[config.mk]
export PLATFORM = sky130hd
export DESIGN_NAME = f_d_reg
export DESIGN_NICKNAME = d
export VERILOG_FILES = /design/src/rtl/f_d_reg.sv
export SDC_FILE = /design/constraint.sdc
export NUM_CORES = 1
export LEC_CHECK = 0
export BUFFER_PORTS_ARGS = -buffer_cell sky130_fd_sc_hd__buf_4
export CAP_MARGIN = 10
export CORE_MARGIN = 5
export CORE_UTILIZATION = 45
export CTS_CLUSTER_DIAMETER = 60
export DETAILED_ROUTE_END_ITERATION = 8
export GPL_ROUTABILITY_DRIVEN = 1
export HOLD_SLACK_MARGIN = 0.15
export PLACE_DENSITY = 0.87
export REMOVE_ABC_BUFFERS = 1
export SETUP_SLACK_MARGIN = 0.2
export SYNTH_ARGS = -nofsm -noshare
export SYNTH_HDL_FRONTEND = slang
export SYNTH_SLANG_ARGS = --single-unit
[constraint.sdc]
create_clock -name clk -period 1.9 [get_ports clk]
set_input_delay 0.19 -clock clk [delete_from_list [all_inputs] [get_ports clk]]
set_output_delay 0.19 -clock clk [all_outputs]
set_load 0.01 [all_outputs]
[src/rtl/f_d_reg.sv]
// Fetch/Decode pipeline register: latches PC, instruction and delay-slot flag and flags AdEL.
// Optional stall counter output is enabled by defining F_D_STALL_CNT_EN.
module f_d_reg #(
  parameter logic [31:0] PC_RESET   = 32'h0000_3000,
  parameter logic [31:0] PC_HANDLER = 32'h0000_4180,
  parameter logic [31:0] IM_LO      = 32'h0000_3000,
  parameter logic [31:0] IM_HI      = 32'h0000_6FFC
) (
  input  logic        clk,
  input  logic        reset,
  input  logic [31:0] pc_f,
  input  logic [31:0] instr_f,
  input  logic        bd_f,
  input  logic        stall,
  input  logic        flush,
  input  logic        req,
  output logic [31:0] pc_d,
  output logic [31:0] instr_d,
  output logic        bd_d,
  output logic [4:0]  exc_d,
  output logic        valid_d
`ifdef F_D_STALL_CNT_EN
  ,
  output logic [31:0] stall_cnt
`endif
);

  localparam logic [4:0] EXC_NONE = 5'd0;
  localparam logic [4:0] EXC_ADEL = 5'd4;

  logic [31:0] st_pc_q,    st_pc_d;
  logic [31:0] st_instr_q, st_instr_d;
  logic        st_bd_q,    st_bd_d;
  logic [4:0]  st_exc_q,   st_exc_d;
  logic        st_valid_q, st_valid_d;
  logic        adel_s;

  // Fetch address check: misaligned or outside instruction memory (unsigned, no wrap).
  always_comb begin
    adel_s = (pc_f[1:0] != 2'b00) || (pc_f < IM_LO) || (pc_f > IM_HI);
  end

  // Next-state selection with priority req > flush > stall > load.
  always_comb begin
    st_pc_d    = st_pc_q;
    st_instr_d = st_instr_q;
    st_bd_d    = st_bd_q;
    st_exc_d   = st_exc_q;
    st_valid_d = st_valid_q;
    if (req) begin
      st_pc_d    = PC_HANDLER;
      st_instr_d = 32'h0000_0000;
      st_bd_d    = 1'b0;
      st_exc_d   = EXC_NONE;
      st_valid_d = 1'b0;
    end else if (flush) begin
      // The bubble still carries the redirect target so CP0 sees a sensible PC.
      st_pc_d    = pc_f;
      st_instr_d = 32'h0000_0000;
      st_bd_d    = 1'b0;
      st_exc_d   = EXC_NONE;
      st_valid_d = 1'b0;
    end else if (stall) begin
      st_pc_d    = st_pc_q;
      st_instr_d = st_instr_q;
      st_bd_d    = st_bd_q;
      st_exc_d   = st_exc_q;
      st_valid_d = st_valid_q;
    end else begin
      st_pc_d    = pc_f;
      st_bd_d    = bd_f;
      st_valid_d = 1'b1;
      if (adel_s) begin
        st_instr_d = 32'h0000_0000;
        st_exc_d   = EXC_ADEL;
      end else begin
        st_instr_d = instr_f;
        st_exc_d   = EXC_NONE;
      end
    end
  end

  // D-stage state register.
  always_ff @(posedge clk or negedge reset) begin
    if (!reset) begin
      st_pc_q    <= PC_RESET;
      st_instr_q <= 32'h0000_0000;
      st_bd_q    <= 1'b0;
      st_exc_q   <= EXC_NONE;
      st_valid_q <= 1'b0;
    end else begin
      st_pc_q    <= st_pc_d;
      st_instr_q <= st_instr_d;
      st_bd_q    <= st_bd_d;
      st_exc_q   <= st_exc_d;
      st_valid_q <= st_valid_d;
    end
  end

  assign pc_d    = st_pc_q;
  assign instr_d = st_instr_q;
  assign bd_d    = st_bd_q;
  assign exc_d   = st_exc_q;
  assign valid_d = st_valid_q;

`ifdef F_D_STALL_CNT_EN
  logic [31:0] stall_cnt_q, stall_cnt_d;

  // Counts stalled edges; a req overrides the stall and is not counted. Wraps naturally.
  always_comb begin
    if (stall && !req) begin
      stall_cnt_d = stall_cnt_q + 32'd1;
    end else begin
      stall_cnt_d = stall_cnt_q;
    end
  end

  // Stall counter register, cleared only by reset.
  always_ff @(posedge clk or negedge reset) begin
    if (!reset) begin
      stall_cnt_q <= 32'h0000_0000;
    end else begin
      stall_cnt_q <= stall_cnt_d;
    end
  end

  assign stall_cnt = stall_cnt_q;
`endif

endmodule
==> flow_summary.yaml, run 1 <==
run_status:
  status: "complete, no violations"
sta:
  finalClockSkew_ns: 0
  fin_ws_ns: 0.265
  max_slew_margin: 0.447
  tightestPinTransition_ns: 0.830
  rsz0062_at_grt: "no"
  fmax_mhz: 612
  finalHoldViolations: 0
  min_period_ns: 1.63
  min_period_over_period: 0.860
  final_max_slew_viol_count: 0
  setup_viol: 0
hold_path:
  min_path_type: "input port to flip-flop"
  worstHoldStart: "instr_f[17]"
global_route:
  grt.overflow.total: 0
  grt_use_total: 0.228
  grt_pass1_wl_um: 15800
  antenna_found_initial: 0
  grt_max_degree: 68
  first_global_vias: 3169
synthesis:
  synth_top_area_cell: "dfrtp_1"
  synth_ff_type: "dfrtp_1"
  synth_area_leaders: "dfrtp_1 (50%), o31ai_2 (11%), nand3_1 (10%)"
  yosys.area.top_type_share: 0.502
  yosysSeqAreaShare: 0.518
  async_flop_share: 1.00
  synth-edff-count: 0
  ys_ff_latch: 67
  yosysWarnings: 0
  synth_cell_types: 29
  synth_cells: 311
  syn_area_um2: 3240
  synth_area_per_cell_um2: 10.4
worst_setup_path:
  crit_family: "buffers and inverters"
  crit_fanout: 33
  crit_start: "pc_f[24]"
  worstSetupPathType: "input port to flip-flop"
  path_cells: "dlygate4sd3_1 > buf_4 > nor4_4 > o211ai_4 > buf_12 > o31ai_2"
  critPathLaunchType: "input port"
  worstPathArrival_ns: 1.86
  endpoint_kind: "flip-flop"
  cp_data_required_time_ns: 2.13
  r2r-start: "bd_d"
  max_stage_delay_ns: 0.55
  critPathBufInv: 3
  crit_path_top_delay_cell: "dlygate4sd3_1"
power:
  irDropWorstVdd_uv: 358
  p_total_mw: 3.47
  power.density_nw_per_um2: 675
  total_leakage_power_nw: 2.30
detailed_routing:
  wl_um: 10300
  via_count: 3119
  first_pass_iters: 4
  drc_errors: 0
  avgRoutedWirePerCell_um: 17.3
  ant_nets: 0
  dr.first_iter.drc_count: 141
  vias_per_cell: 5.27
clocking:
  cts_tree: "built"
  clkLatencyLatePin_ns: 0.32
  clockBufferDepth: 2
  cts_sinks: 67
  cts_max_level: 3
  cts_buffers: 9
  cts-root-buf: "clkbuf_8"
  path_clk_slew_ns: 0.07
die:
  io_pins: 141
  initial_core_util: 0.454
  die_w_um: 94.9
  rows: 31
  fp.coreArea_um2: 7140
  die_y_um: 94.9
  die_area_um2: 9010
placement:
  dp_hpwl_um: 6010
  globalplace.congestion: 0.759
  post_dp_cell_area_um2: 4310
  port_buffers: 136
  place_ws_ns: 0.246
job:
  cap_violations: 0
cells_and_area:
  final_common_cell: "buf_4"
  final_cell_mix: "buf_4 (138), nand3_1 (65), dfrtp_1 (65)"
  syn_to_final_growth_pct: 58.3
  stdcell_area_um2: 5130
  fin_nets: 558
  antenna_cells: 0
  fin_util: 0.719
  drive_gt1_frac: 0.406
-- routing by layer --
| layer | global-route usage | share of wire |
|---|---|---|
| met5 | 0 | 0 |
| met2 | 0.389 | 0.50 |
| met3 | 0.0582 | 0.085 |
| met1 | 0.276 | 0.40 |
| met4 | 0.0889 | 0.016 |
-- path summary, 6_finish.rpt --
check / slack [ns] / end / depth (start not counted)
max reg2reg: 1.12 / bd_d / 2
min in group asynchronous: 0.52 / pc_d[15] / 2
min reg2reg: 0.49 / pc_d[17] / 2
min: 0.17 / instr_d[17] / 3
max: 0.27 / instr_d[27] / 6
max in group asynchronous: 0.83 / instr_d[18] / 2
-- logic make-up after synthesis --
logic type,after synthesis,share of synthesized area
other,1,0.00116
and+or+nand+nor,139,0.229
DFF,67,0.518
AOI/OAI and AO/OA,68,0.187
buffers and inverters,35,0.0621
muxes,1,0.00309
-- what timing repair did --
item | CTS | global route
setup buffers | 0 | 0
hold buffers | 55 | 0
gates resized for setup | 0 | 3
hold endpoints to repair | 119 | 0
setup endpoints to repair | 0 | 22
-- state kept, by name, summed over array words and instances, names as in the netlist --
name	flops
valid_d	1
exc_d	1
bd_d	1
pc_d	32
instr_d	32
-- area by class of cell --
cell class	instances	area, um^2
multi-input cells	212	1410
clock buffers	10	138
clock inverters	6	113
repair buffers	197	1670
fillers	488	2000
well taps	99	124
inverters	1	3.75
flip-flops and latches	67	1680
-- through the flow --
stage / hold slack, ns / cells / setup TNS (ns)
after global routing: 0.166 / 592 / 0
final: 0.166 / 592 / 0
after floorplan: -0.106 / 280 / -2.49
after global placement: 0.338 / 521 / 0
after detailed placement: 0.351 / 521 / 0
after CTS: 0.151 / 592 / 0
-- cells in the mapped netlist (2+ instances only) --
cell type	count
buf_2	17
buf_4	7
buf_6	3
clkbuf_1	7
dfrtp_1	65
dfstp_2	2
nand2_1	33
nand2b_1	27
nand3_1	65
nor2_1	3
nor4_1	2
nor4_2	2
o21ai_0	32
o31ai_1	2
o31ai_2	28
o31ai_4	2
or2b_1	2
-- worst reg2reg max path: stages (launching register included) --
cell and delay (ns):
dfrtp_1 0.40, mux2i_1 0.16, nor3_1 0.08
-- where the power goes --
group | internal (mW) | switching, mW
Sequential | 1.48 | 0.0306
Clock | 0.910 | 0.540
Combinational | 0.274 | 0.236
No activity file was read; power rests on OpenSTA's default activity.
==> run 2, diff against run 1 <==
CORE_UTILIZATION = 43   (was 45)
clock period = 1.5 ns   (was 1.9 ns; I/O delays follow)
==> run 2 against run 1 <==
Sequential power up 26%. Clock skew is the same. Die area rose by 4.2%. Core utilization decreased by 0.60 points. Final area grew 1.3%. Sequential share of layout area is 0.42 points lower. Largest cell class is now buffers. Largest power group unchanged. Highest routed layer unchanged.
==> flow_summary.yaml, run 2 (synthesis gave the netlist of run 1 again) <==
die:
  rows: 31
  die_y_um: 96.8
  die_w_um: 96.8
  fp.coreArea_um2: 7290
  io_pins: 141
  initial_core_util: 0.445
  die_area_um2: 9380
worst_setup_path:
  worstPathArrival_ns: 1.39
  crit_fanout: 32
  endpoint_kind: "flip-flop"
  worstSetupPathType: "input port to flip-flop"
  critPathLaunchType: "input port"
  cp_data_required_time_ns: 1.73
cells_and_area:
  fillCellCount: 532
  final_common_cell: "buf_4"
  antenna_cells: 0
  drive_gt1_frac: 0.394
  syn_to_final_growth_pct: 60.4
  fin_nets: 572
  final_cell_mix: "buf_4 (140), nand3_1 (65), dfrtp_1 (65), dlygate4sd3_1 (65)"
sta:
  rsz0062_at_grt: "no"
  finalClockSkew_ns: 0
  min_period_ns: 1.16
  tightestPinTransition_ns: 0.505
  max_slew_margin: 0.660
  setup_viol: 0
  min_period_over_period: 0.775
  finalHoldViolations: 0
  fmax_mhz: 860
  final_max_slew_viol_count: 0
  fin_ws_ns: 0.337
global_route:
  grt_use_total: 0.224
  grt.overflow.total: 0
  antenna_found_initial: 0
  grt_pass1_wl_um: 17300
  first_global_vias: 3374
  grt_max_degree: 67
placement:
  dp_hpwl_um: 6100
  place_ws_ns: 0.0383
  port_buffers: 136
  globalplace.congestion: 0.796
power:
  total_leakage_power_nw: 2.34
  p_total_mw: 3.95
  power.density_nw_per_um2: 760
  irDropWorstVdd_uv: 475
clocking:
  cts-root-buf: "clkbuf_8"
  post_cts_buffers: 0
  clockBufferDepth: 2
  cts_resized: 0
  cts_sinks: 67
  cts_buffers: 9
  cts_tree: "built"
  path_clk_slew_ns: 0.07
  clkLatencyLatePin_ns: 0.32
  cts_hold_buf: 65
  cts_max_level: 3
detailed_routing:
  drc_errors: 0
  avgRoutedWirePerCell_um: 17.0
  topRoutingLayerUsed: "met4"
  wirelength_met1_um: 4030
  first_pass_iters: 4
  met2WireLength_um: 5340
  ant_nets: 0
  vias_per_cell: 5.22
  dr.first_iter.drc_count: 103
  via_count: 3163
  wl_um: 10300
  routed-wl-met3_um: 715
hold_path:
  min_path_type: "input port to flip-flop"
run_status:
  status: "complete, no violations"
job:
  cap_violations: 0
run 2: cell types whose count changed in the layout (fill, tap and decap cells not counted), moves of 2 or more:
cell           before  now
clkinv_4            2    0
clkbuf_1            0    2
dlygate4sd3_1      55   65
clkbuf_8           10   12
buf_4             138  140
buf_12              4    6
bufinv_16           3    0
run 2: layout make-up:
| class | count | area [um^2] | share of cell area |
|---|---|---|---|
| multi-input cells | 212 | 1390 | 0.267 |
| clock buffers | 14 | 173 | 0.0332 |
| clock inverters | 2 | 10.0 | 0.00192 |
| flip-flops and latches | 67 | 1680 | 0.323 |
| inverters | 1 | 3.75 | 0.000722 |
| well taps | 99 | 124 | 0.0238 |
| repair buffers | 211 | 1820 | 0.350 |
run 2: report_power, final:
part	internal (mW)	switching [mW]	leakage, nW	total [mW]
sequential	1.87	0.0366	0.890	1.91
combinational	0.373	0.300	1.35	0.673
clock	0.733	0.638	0.0965	1.37
run 2: per-stage QoR:
| stage | util | TNS (ns) | cells | hold WS (ns) | instance area (um^2) |
|---|---|---|---|---|---|
| global route | 0.713 | 0 | 606 | 0.178 | 5200 |
| CTS | 0.713 | 0 | 606 | 0.161 | 5200 |
| finish | 0.713 | 0 | 606 | 0.176 | 5200 |
| detailed placement | 0.599 | 0 | 525 | 0.145 | 4370 |
| global placement | 0.599 | 0 | 525 | 0.141 | 4370 |
| floorplan | - | -18.44 | 280 | -0.146 | 3060 |
run 2: critical path, cell delays in order:
cell and delay (ns):
buf_4 0.12, nor4_2 0.45, o211ai_4 0.17, buf_12 0.22
o31ai_2 0.26
run 2: layer usage:
metal / vias up / global-route usage
li1: 1467 / -
met4: 0 / 0.0799
met2: 144 / 0.396
met1: 1527 / 0.260
met3: 25 / 0.0597
met5: - / 0
run 2: path summary, 6_finish.rpt:
kind / startpoint / to / slack (ns) / cells after the start
worst max register to register: pc_d[13] / pc_d[13] / 0.74 / 2
worst min register to register: pc_d[10] / pc_d[10] / 0.48 / 2
worst min-delay path: pc_f[0] / pc_d[0] / 0.18 / 3
min in group asynchronous: reset / valid_d / 0.33 / 2
worst max-delay path: pc_f[21] / instr_d[18] / 0.34 / 5
max in group asynchronous: reset / instr_d[24] / 0.62 / 3
